--- src/rtl/wishbone_host_master.sv ---
// ============================================================================
// wishbone_host_master : host command to single-word Wishbone cycles bridge
// Rev 1.0
// ============================================================================
`timescale 1ns/1ps
`default_nettype none

module wishbone_host_master #(
   parameter int TIMEOUT = 1000,
   parameter int LEN_W   = 16
) (
   input  logic             clk,
   input  logic             rst,
   input  logic             cmd_valid,
   output logic             cmd_ready,
   input  logic             cmd_wr,
   input  logic [31:0]      cmd_addr,
   input  logic [LEN_W-1:0] cmd_len,
   input  logic [31:0]      wr_data,
   input  logic             wr_valid,
   output logic             wr_ready,
   output logic [31:0]      rd_data,
   output logic             rd_valid,
   input  logic             rd_ready,
   output logic             done,
   output logic             timeout,
   output logic             wb_we_o,
   output logic             wb_cyc_o,
   output logic             wb_stb_o,
   output logic [3:0]       wb_sel_o,
   output logic [31:0]      wb_adr_o,
   output logic [31:0]      wb_dat_o,
   input  logic [31:0]      wb_dat_i,
   input  logic             wb_ack_i,
   input  logic             wb_int_i,
   output logic             int_o
);

   localparam int CNT_W = $clog2(TIMEOUT + 1);

   typedef enum logic [2:0] {
      IDLE    = 3'd0,
      WR_DATA = 3'd1,
      BUS     = 3'd2,
      RD_OUT  = 3'd3,
      FIN     = 3'd4
   } state_t;

   state_t             r_state;
   state_t             w_next;
   logic               r_init;
   logic               r_wr;
   logic [31:0]        r_addr;
   logic [LEN_W-1:0]   r_rem;
   logic [CNT_W-1:0]   r_cnt;
   logic               r_timeout;
   logic [31:0]        r_wdata;
   logic [31:0]        r_rdata;
   logic               r_int;
   logic               w_to_hit;
   logic               w_last;
   logic [31:0]        w_next_addr;

   assign w_to_hit    = (r_cnt == CNT_W'(TIMEOUT - 1));
   assign w_last      = (r_rem == LEN_W'(1));
   // Slave select byte is sticky; only the offset advances and wraps.
   assign w_next_addr = {r_addr[31:24], r_addr[23:0] + 24'd1};

   always_ff @(posedge clk) begin
      if (!rst) r_state <= IDLE;
      else      r_state <= w_next;
   end

   always_comb begin
      w_next    = r_state;
      cmd_ready = 1'b0;
      wr_ready  = 1'b0;
      rd_valid  = 1'b0;
      done      = 1'b0;
      wb_cyc_o  = 1'b0;
      wb_stb_o  = 1'b0;
      wb_we_o   = 1'b0;
      wb_sel_o  = 4'h0;
      case (r_state)
         IDLE: begin
            // r_init keeps cmd_ready low while reset is still asserted.
            cmd_ready = r_init;
            if (cmd_valid && r_init) w_next = cmd_wr ? WR_DATA : BUS;
         end
         WR_DATA: begin
            wr_ready = wr_valid;
            if (wr_valid) w_next = BUS;
         end
         BUS: begin
            wb_cyc_o = 1'b1;
            wb_stb_o = 1'b1;
            wb_we_o  = r_wr;
            wb_sel_o = 4'hF;
            if (wb_ack_i) begin
               if (!r_wr)      w_next = RD_OUT;
               else if (w_last) w_next = FIN;
               else            w_next = WR_DATA;
            end else if (w_to_hit) begin
               w_next = IDLE;
            end
         end
         RD_OUT: begin
            rd_valid = 1'b1;
            if (rd_ready) w_next = w_last ? FIN : BUS;
         end
         FIN: begin
            done   = 1'b1;
            w_next = IDLE;
         end
         default: w_next = IDLE;
      endcase
   end

   always_ff @(posedge clk) begin
      if (!rst) begin
         r_init    <= 1'b0;
         r_wr      <= 1'b0;
         r_addr    <= '0;
         r_rem     <= '0;
         r_cnt     <= '0;
         r_timeout <= 1'b0;
         r_wdata   <= '0;
         r_rdata   <= '0;
         r_int     <= 1'b0;
      end else begin
         r_init    <= 1'b1;
         r_int     <= wb_int_i;
         r_timeout <= (r_state == BUS) && !wb_ack_i && w_to_hit;
         r_cnt     <= (r_state == BUS) ? r_cnt + 1'b1 : '0;
         case (r_state)
            IDLE: begin
               if (cmd_valid && r_init) begin
                  r_wr   <= cmd_wr;
                  r_addr <= cmd_addr;
                  r_rem  <= (cmd_len == '0) ? LEN_W'(1) : cmd_len;
               end
            end
            WR_DATA: begin
               if (wr_valid) r_wdata <= wr_data;
            end
            BUS: begin
               if (wb_ack_i) begin
                  if (!r_wr) begin
                     r_rdata <= wb_dat_i;
                  end else begin
                     r_rem  <= r_rem - 1'b1;
                     r_addr <= w_next_addr;
                  end
               end
            end
            RD_OUT: begin
               if (rd_ready) begin
                  r_rem  <= r_rem - 1'b1;
                  r_addr <= w_next_addr;
               end
            end
            default: ;
         endcase
      end
   end

   assign wb_adr_o = r_addr;
   assign wb_dat_o = r_wdata;
   assign rd_data  = r_rdata;
   assign timeout  = r_timeout;
   assign int_o    = r_int;

endmodule

`default_nettype wire

--- config.mk ---
export PLATFORM = sky130hd
export DESIGN_NAME = wishbone_host_master
export DESIGN_NICKNAME = d
export VERILOG_FILES = /design/src/rtl/wishbone_host_master.sv
export SDC_FILE = /design/constraint.sdc
export NUM_CORES = 1
export LEC_CHECK = 0
export BUFFER_PORTS_ARGS = -buffer_cell sky130_fd_sc_hd__buf_4
export CELL_PAD_IN_SITES_DETAIL_PLACEMENT = 0
export CELL_PAD_IN_SITES_GLOBAL_PLACEMENT = 1
export CORE_MARGIN = 4
export CORE_UTILIZATION = 30
export CTS_BUF_LIST = sky130_fd_sc_hd__clkbuf_4
export DETAILED_ROUTE_END_ITERATION = 16
export PLACE_DENSITY_LB_ADDON = 0.3
export SETUP_SLACK_MARGIN = 0.02
export SYNTH_ARGS = -nofsm -noshare
export SYNTH_HDL_FRONTEND = slang
export SYNTH_SLANG_ARGS = --single-unit
--- constraint.sdc ---
create_clock -name clk -period 1.7 [get_ports clk]
set_clock_uncertainty 0.05 [all_clocks]
set_input_delay 0.085 -clock clk [delete_from_list [all_inputs] [get_ports clk]]
set_output_delay 0.085 -clock clk [all_outputs]
set_load 0.02 [all_outputs]
# Word-level counts from Yosys, hierarchy flattened
# Index checks and enable logic that the tools add are counted.
word_totals:
  regBits: 129
  latchBits: 0
  ramBits: 0
  rom_bits: 0
  output_inout_bits: 109
  word_cells: 72
  mem_count: 0
op_classes:
  add_sub_neg: 3
  mul: 0
  div_mod_pow: 0
  order_cmp: 0
  eq_ne: 12
  n_shift: 0
  mux: 29
  n_bitwise: 3
  n_reduce_logical: 14
ops:
  columns: ["cell", "count"]
  rows:
  - ["case mux 32 bit (3 select lines)", 1]
  - ["two-way mux 16 bit", 5]
  - ["two-way mux 24 bit", 3]
  - ["case mux 16 bit (3 select lines)", 1]
  - ["two-way mux 32 bit", 1]
  - ["adder 24 x 1 -> 24 bit (second input constant)", 1]
  - ["two-way mux 3 bit", 8]
  - ["equality test 16 x 1 -> 1 bit (second input constant)", 1]
  - ["zero test 16 bit", 1]
  - ["subtractor 16 x 1 -> 16 bit (second input constant)", 1]
  - ["case mux 3 bit (4 select lines)", 1]
  - ["adder 10 x 1 -> 10 bit (second input constant)", 1]
  - ["equality test 10 bit (second input constant)", 1]
  - ["!= test 2 bit (second input constant)", 5]
  - ["AND reduction 4 bit", 2]
  - ["two-way mux 1 bit", 7]
  - ["equality test 3 x 2 -> 1 bit (second input constant)", 2]
  - ["AND reduction 2 bit", 3]
  - ["AND reduction 5 bit", 1]
  - ["two-way mux 4 bit", 1]
  - ["equality test 3 x 1 -> 1 bit (second input constant)", 1]
  - ["equality test 3 bit (second input constant)", 1]
  - ["logical AND 1 bit", 3]
  - ["zero test 3 bit", 1]
  - ["6 further kinds", 8]

# Logic depth before layout (Yosys ltp)
# Gate-level depths: netlist (run 1).
logic_depth:
  depth_word: 5
  ltp_mapped: 8

# Worst setup path after synthesis (run 1)
# No wires, ideal clock.
synth_timing:
  path_type: "register to register"
  from: "register r_addr[0] (netlist: wb_adr_o[0])"
  to: "register r_addr[12] (netlist: wb_adr_o[12])"
  setup_ps: 126
  arrival_ps: 1651
  required_time_ps: 1524
  setup_slack_ps: -127
  stages_incl_launch_ff: 7
  path_buffers: 0
  cell_sequence: "dfxtp_1 ha_1 nand4_1 nor4_1 nor2_1 o211ai_1 o21ai_0"
synth_between:
  elab_chain_cells: 4
  word_cells_on_any_way: 5
  cone_classes: "1 x add/sub; 4 x mux"
synth_lines:
  columns: ["element", "line", "source"]
  rows:
  - ["from (decl)", "53", "logic [31:0] r_addr;"]
  - ["from (signal assigned)", "139", "r_addr <= cmd_addr;"]
  - ["from (signal assigned)", "152", "r_addr <= w_next_addr;"]
  - ["from (signal assigned)", "159", "r_addr <= w_next_addr;"]
  - ["adder 24 x 1 -> 24 bit (*)", "67", "assign w_next_addr = {r_addr[31:24], r_addr[23:0] + 24'd1};"]
  - ["two-way mux 24 bit", "148", "if (!r_wr) begin"]
  - ["two-way mux 24 bit", "147", "if (wb_ack_i) begin"]
  - ["case mux 32 bit (3 select lines) (*)", "135", "case (r_state)"]
# Mark *: on every way between the ends. The rest lies on a longest branch, timed or not. The select of a mux whose other input is x is not followed.
# A chain may end at the register's enable or synchronous reset.

# Worst setup path in the final report (run 1)
layout_timing:
  from: "register r_rem[1]"
  to: "register r_state[1]"
layout_between:
  elab_chain_cells: 4
layout_lines:
  columns: ["element", "line", "source"]
  rows:
  - ["from (decl)", "54", "logic [LEN_W-1:0] r_rem;"]
  - ["from (signal assigned)", "140", "r_rem <= (cmd_len == '0) ? LEN_W'(1) : cmd_len;"]
  - ["from (signal assigned)", "151", "r_rem <= r_rem - 1'b1;"]
  - ["from (signal assigned)", "158", "r_rem <= r_rem - 1'b1;"]
  - ["equality test 16 x 1 -> 1 bit", "65", "assign w_last = (r_rem == LEN_W'(1));"]
  - ["two-way mux 3 bit (2 in a row)", "109", "if (rd_ready) w_next = w_last ? FIN : BUS;"]
  - ["case mux 3 bit (4 select lines)", "84", "case (r_state)"]
  - ["to (signal assigned)", "71", "else r_state <= w_next;"]
  - ["to (decl)", "49", "state_t r_state;"]
# Every way passes these cells. The select of a mux whose other input is x is not followed.

==> run_results.csv, run 1 <==
group,metric,value,unit
global_route,vias_in_the_first_global_route,6855,
synth,synthesis.area,5914,sq um
placed_design,dp_hpwl,14.66,mm
sta,maxSlewViolCount,0,
setup_path,cp.required,2.08,ns
job,maxCapViolCount,0,
finish,drive_gt1_share,44.74,%
synth,synth_area_per_cell,7.823,sq um
synth,synth-simple-area-share,27.14,%
finish,instances_no_fill,1464,
synth,synth_top_family_by_area,"simple AND/OR/NAND/NOR gates",
synth,syn_nets,880,
synth,share_of_cell_area_taken_by_muxes_after_synthesis,0.5077,%
placed_design,placement.io_buffers,228,
sta,max-slew-margin-rel,37.35,%
setup_path,crit_path_max_fanout,3,
global_route,wire_length_of_the_first_global_routing_pass,34.68,mm
drt,routed-via-count,7192,
synth,synthFlopType,"sky130_fd_sc_hd__dfxtp_1",
global_route,grt_max_degree,72,
min_path,timing.hold.worst_path_depth,5,
setup_path,worst_setup_path_category,"register to register",
setup_path,r2r.worst_path.cells,6,
drt,via_per_inst,4.913,
power_and_ir_drop,powerDensity,735.4,nW/um^2
global_route,antenna_violations_before_repair,1,
synth,synth_top_area_cell,"sky130_fd_sc_hd__dfxtp_1",
sta,final-hold-violation-count,0,
global_route,grt_util_all_layers,19.28,%
clock_tree,clock_insertion_delay_worst_skew,0.54,ns
sta,final_worst_path_cycle_share,108.2,%
sta,setup_violations,26,
clock_tree,clk_root_buffer_cell,"sky130_fd_sc_hd__clkbuf_4",
clock_tree,cts.htree.levels,4,
placed_design,numPlacedInstances,1268,
drt,firstDrtPassIters,4,
synth,synth-edff-count,0,
run_status,status,"complete, but fails checks",
sta,worst_slew_pin_slew,0.9397,ns
floorplan,dieHeight,148.4,um
floorplan,core-area,19400,sq um
power_and_ir_drop,power.leakage,4.717,nW
floorplan,initial_utilization,30.49,%
sta,final_critical_path_setup_slack,-0.1394,ns
synth,synth_async_sr_flop_share,0,%
finish,nets,1309,
clock_tree,cts_buffers,17,
drt,drc,0,
finish,area.growth.synth_to_final,89.61,%
synth,synth-xor-area-share,0.8885,%
floorplan,die_x_extent,148.4,um
drt,drt.antenna.violating_nets,0,
synth,synth_sequential_area_ratio,43.66,%
power_and_ir_drop,total_power,8.247,mW
global_route,globalRouteOverflowTotal,0,
floorplan,core.rowCount,51,
synth,synth_compound_area_share,21.43,%
placed_design,gp_congestion,0.7961,
synth,top_area_cells_in_the_synthesized_netlist,"sky130_fd_sc_hd__dfxtp_1, sky130_fd_sc_hd__nand2_1, sky130_fd_sc_hd__a21oi_1",
min_path,worst_hold_path_type,"primary input to register",
finish,layout_commonest_cell,"sky130_fd_sc_hd__buf_4",
synth,synth-seq-cells,129,
floorplan,fp.dieArea,22030,sq um
min_path,hold_path_startpoint,"cmd_valid",
synth,synth-adder-area-share,0.8462,%
clock_tree,cts_max_path_buffers,2,
setup_path,critPathArrivalTime,2.22,ns
drt,dr.first_iter.drc_count,231,
sta,maxClockFrequency,0.5437,GHz
setup_path,crit_path_end_kind,"register",
power_and_ir_drop,vdd_ir_drop_max,0.3526,mV
synth,synth_warnings,0,
finish,layout.filler_cells,1735,
clock_tree,cts_tree,"built",
synth,netlist-cell-type-count,66,
placed_design,detailedPlace.worstSlack,-0.06376,ns
synth,synth_cells,756,
setup_path,timing.critical_path.from_type,"register",
clock_tree,clk_slew_on_worst_s_h_paths,0.13,ns
drt,wire_per_inst,16.29,um
drt,postRouteWirelength,23.86,mm
synth,synth_top_area_share,43.66,%
sta,layout_min_cycle_time,1.839,ns
run_status,violations,"setup timing",
setup_path,timing.critical_path.from,"r_rem[1]",
clock_tree,cts_sinks,129,
finish,mostFrequentLayoutCells,"sky130_fd_sc_hd__buf_4, sky130_fd_sc_hd__nand2_1, sky130_fd_sc_hd__dlygate4sd3_1, sky130_fd_sc_hd__dfxtp_1, sky130_fd_sc_hd__a21oi_1",
setup_path,worstReg2RegStart,"r_rem[1]",
sta,setup_repair_after_global_routing_missed_its_margin,"true",
floorplan,io_pins,229,
what timing repair did:
item,in CTS,in global routing
setup endpoints to repair,30,85
endpoints found under the hold margin,119,0
setup buffers,13,19
cloned,2,11
hold buffers,119,0
pin swaps,9,70
gates resized for setup,32,184
final timing paths:
path	to	slack, ns
min	wb_adr_o[24]	0.09
max	r_state[1]	-0.14
max reg2reg	r_state[1]	-0.14
min reg2reg	rd_data[5]	0.41
state kept, by name (all words and copies together), names as in the netlist:
signal / count
r_cnt: 10
wb_dat_o: 32
wb_adr_o: 32
r_wr: 1
r_state: 3
int_o: 1
rd_data: 32
r_rem: 16
timeout: 1
r_init: 1
critical path: stages (launching register included):
cell and delay, ns:
sky130_fd_sc_hd__dfxtp_2 0.36, sky130_fd_sc_hd__inv_4 0.07, sky130_fd_sc_hd__ha_4 0.12, sky130_fd_sc_hd__or4b_4 0.43, sky130_fd_sc_hd__or3_4 0.43, sky130_fd_sc_hd__o221ai_2 0.16
sky130_fd_sc_hd__o22ai_1 0.10
cell families (layout without fill, tap and decap cells):
logic type | after synthesis | after routing
AOI/OAI and AO/OA | 210 | 210
xor gates and xnor gates | 6 | 6
adders and majority gates | 4 | 4
DFF | 129 | 129
muxes | 3 | 3
and+or+nand+nor | 339 | 339
other | 0 | 1
buffers and inverters | 65 | 507
layer usage:
metal	track usage [%]	share of wire (%)	wire length (um)	vias up
li1	-	-	-	3540
met1	22.99	40	9485	3395
met2	33.61	52	12340	232
met3	6.277	7.0	1679	25
met4	4.850	1.5	352	0
met5	0	0	0	-
layout make-up:
cell class	instances	area (sq um)	area share [%]
Clock buffer	17	127.6	1.138
Clock inverter	15	171.4	1.529
Sequential cell	129	2630	23.45
Antenna cell	1	2.502	0.02231
Multi-Input combinational cell	562	3717	33.15
Tap cell	265	331.6	2.957
Inverter	8	37.54	0.3347
Timing Repair Buffer	467	4197	37.42
cells in the mapped netlist (all sizes together), types with 8 or more instances:
cell type and count:
nor3 14, dfxtp 129, o32ai 8, o21ai 28, buf 33, a31oi 8, clkbuf 24, inv 8
nand2 180, or3 8, nand3 28, nor2 46, a21oi 117, nor4 11, and3 16
stage by stage:
step,setup TNS (ns),util [%],instance area [sq um],hold slack [ns]
floorplan,-0.03356,-,5959,0.06272
detailed placement,-0.2400,43.18,8377,0.2491
finish,-0.8399,57.81,11210,0.08647
CTS,-0.8322,52.28,10140,0.02347
global placement,-0.08289,43.18,8377,0.2455
global route,-5.052,57.81,11210,0.05287
report_power, final:
part | internal (mW) | leakage [nW] | switching [mW]
logic | 1.38 | 3.50 | 1.27
clock network | 0.921 | 0.156 | 1.34
registers | 3.18 | 1.06 | 0.146
total | 5.49 | 4.72 | 2.76
(Power assumes the default switching activity.)
==> run 2: changes to the inputs <==
--- a/config.mk
+++ b/config.mk
@@ -9,10 +9,11 @@
 export CELL_PAD_IN_SITES_DETAIL_PLACEMENT = 0
 export CELL_PAD_IN_SITES_GLOBAL_PLACEMENT = 1
 export CORE_MARGIN = 4
-export CORE_UTILIZATION = 30
+export CORE_UTILIZATION = 32
 export CTS_BUF_LIST = sky130_fd_sc_hd__clkbuf_4
 export DETAILED_ROUTE_END_ITERATION = 16
 export PLACE_DENSITY_LB_ADDON = 0.3
+export RECOVER_POWER = 100
 export SETUP_SLACK_MARGIN = 0.02
 export SYNTH_ARGS = -nofsm -noshare
 export SYNTH_HDL_FRONTEND = slang
==> run 2 against run 1 <==
  * The run still ends with setup timing left
  * Total power down 3.2%
  * Maximum frequency up 1.1%
  * Worst hold slack worse by 0.025 ns
  * Clock power about the same
  * Design area down 6.7%
  * Non-clock buffer count down 17
  * First-iteration DRC count up 42%
  * Sequential cell count unchanged
  * Global-route usage up 2.4 points
  * Sequential power about the same
  * Die area down 5.9%
  * Via count up 0.61%
  * Critical path type unchanged
  * Largest power group unchanged
==> run_results.csv, run 2 (synthesis results as in run 1) <==
group,metric,value,unit
run_status,status,"complete, but fails checks",
run_status,violations,"setup timing",
setup_path,critPathArrivalTime,2.21,ns
placed_design,detailedPlace.worstSlack,-0.09424,ns
min_path,worst_hold_path_type,"primary input to register",
placed_design,gp_congestion,0.8178,
setup_path,timing.critical_path.slowest_cell_delay,0.40,ns
sta,worst_slew_pin_slew,0.5166,ns
setup_path,crit_path_max_fanout,5,
sta,final-hold-violation-count,0,
global_route,antenna_violations_before_repair,1,
setup_path,timing.critical_path.from_type,"register",
clock_tree,clk_slew_on_worst_s_h_paths,0.13,ns
clock_tree,clk_root_buffer_cell,"sky130_fd_sc_hd__clkbuf_4",
clock_tree,clock_insertion_delay_worst_skew,0.55,ns
global_route,vias_in_the_first_global_route,7087,
setup_path,cp.required,2.09,ns
clock_tree,cts.htree.levels,4,
drt,routed-via-count,7236,
finish,drive_gt1_share,34.58,%
global_route,globalRouteOverflowTotal,0,
floorplan,dieHeight,144.0,um
power_and_ir_drop,powerDensity,763.0,nW/um^2
drt,postRouteWirelength,24.09,mm
setup_path,critical_path.cell_chain,"buf_6 -> nor4_4 -> clkbuf_4 -> nand2_2 -> or3_4 -> a21oi_2 -> o32ai_2",
finish,nets,1292,
finish,layout_commonest_cell,"sky130_fd_sc_hd__buf_4",
drt,drt.antenna.violating_nets,0,
sta,setup_repair_after_global_routing_missed_its_margin,"true",
finish,area_used_by_sequential_logic_in_the_layout,2597,sq um
drt,drc,0,
sta,final_worst_path_cycle_share,107.0,%
setup_path,largest_delay_share_family_worst_path,"simple AND/OR/NAND/NOR gates",
drt,firstDrtPassIters,5,
setup_path,worst_setup_path_category,"register to register",
finish,area_of_combinational_cells_with_multiple_inputs,3595,sq um
floorplan,initial_utilization,32.70,%
setup_path,crit_path_end_kind,"register",
floorplan,die_x_extent,144.0,um
floorplan,core.rowCount,49,
sta,maxClockFrequency,0.5498,GHz
drt,wire_per_inst,17.09,um
clock_tree,cts_tree,"built",
sta,layout_min_cycle_time,1.819,ns
power_and_ir_drop,vdd_ir_drop_max,0.5454,mV
job,maxCapViolCount,0,
floorplan,fp.dieArea,20720,sq um
setup_path,timing.reg2reg.setup_slack,-0.12,ns
finish,mostFrequentLayoutCells,"sky130_fd_sc_hd__buf_4, sky130_fd_sc_hd__nand2_1, sky130_fd_sc_hd__dfxtp_1, sky130_fd_sc_hd__dlygate4sd3_1, sky130_fd_sc_hd__clkbuf_1",
min_path,hold_path_startpoint,"cmd_valid",
clock_tree,cts_buffers,17,
finish,layout.filler_cells,1670,
sta,setup_violations,52,
floorplan,io_pins,229,
setup_path,timing.rr.end,"r_rem[9]",
min_path,timing.hold.worst_endpoint,"wb_adr_o[27]",
setup_path,crit_path_max_delay_cell_type,"sky130_fd_sc_hd__dfxtp_4",
clock_tree,cts_sinks,129,
floorplan,core-area,18090,sq um
min_path,timing.hold.worst_path_depth,5,
placed_design,dp_hpwl,14.54,mm
clock_tree,cts_max_path_buffers,2,
power_and_ir_drop,total_power,7.984,mW
sta,max-slew-margin-rel,65.56,%
power_and_ir_drop,power.leakage,4.198,nW
sta,maxSlewViolCount,0,
global_route,grt_util_all_layers,21.64,%
global_route,wire_length_of_the_first_global_routing_pass,35.91,mm
sta,final_critical_path_setup_slack,-0.1187,ns
placed_design,placement.io_buffers,228,
setup_path,r2r.worst_path.cells,7,
finish,area.growth.synth_to_final,76.92,%
drt,via_per_inst,5.132,
drt,dr.first_iter.drc_count,329,
setup_path,worstReg2RegStart,"r_rem[0]",
global_route,grt_max_degree,44,
setup_path,critical_path_buf_inv_count,2,
-- run 2: cell count changes in the layout (fill, tap and decap cells not counted), sizes merged, moves of 3 or more --
cell,before,now
buf,339,225
clkbuf,24,120
clkinv,2,5
clkinvlp,2,5
inv,17,9
-- run 2: per-stage QoR --
step	TNS [ns]	std cells	util, %	cell area, sq um	hold WS (ns)
floorplan	-0.03356	756	-	5959	0.06272
global placement	-0.2106	1223	45.76	8277	0.2428
detailed placement	-0.4842	1223	45.76	8277	0.2506
CTS	-0.5957	1396	56.62	10240	0.03116
global route	-9.307	1410	57.86	10460	0.07294
finish	-2.217	1410	57.86	10460	0.06165
-- run 2: layout make-up --
class	count	share of cell area (%)
timing repair buffer	450	34.89
multi-input combinational	562	34.35
sequential	129	24.82
tap	229	2.738
clock inverter	14	1.578
clock buffer	17	1.220
inverter	8	0.3707
antenna	1	0.02391
-- run 2: worst max-delay path by stage --
stage	slack, ns	endpoint	cells past startpoint	start
after floorplan	-0.02	r_state[1]	6	r_rem[1]
after global placement	-0.05	r_state[1]	6	r_rem[1]
after detailed placement	-0.09	r_state[0]	6	r_rem[1]
after CTS	-0.07	r_state[0]	6	r_rem[1]
after global routing	-0.21	r_rem[9]	7	r_rem[0]
final	-0.12	r_rem[9]	7	r_rem[0]
-- run 2: what timing repair did --
| action | in CTS | in global routing |
|---|---|---|
| setup endpoints to repair | 27 | 76 |
| gates cloned | 4 | 5 |
| pin swaps | 9 | 69 |
| endpoints found under the hold margin | 123 | 0 |
| resized for setup | 55 | 130 |
| hold buffers | 119 | 0 |
| buffers inserted | 19 | 9 |
-- run 2: power by group --
| group | internal [mW] | total, mW | switching, mW |
|---|---|---|---|
| sequential | 3.18 | 3.32 | 0.137 |
| combinational | 1.18 | 2.39 | 1.21 |
| clock | 1.01 | 2.28 | 1.27 |
| total | 5.37 | 7.98 | 2.61 |
-- run 2: metal layers --
layer	routed length (um)	track usage (%)
met1	10080	25.99
met4	604	8.127
met2	11980	36.97
met5	0	0
met3	1425	5.824
-- run 2: worst register-to-register path: cells and delay by family, from the launching register on --
kind	cells	cell delay, ns
and+or+nand+nor	3	0.71
AOI/OAI and AO/OA	2	0.26
buffers and inverters	2	0.31
DFF	1	0.40
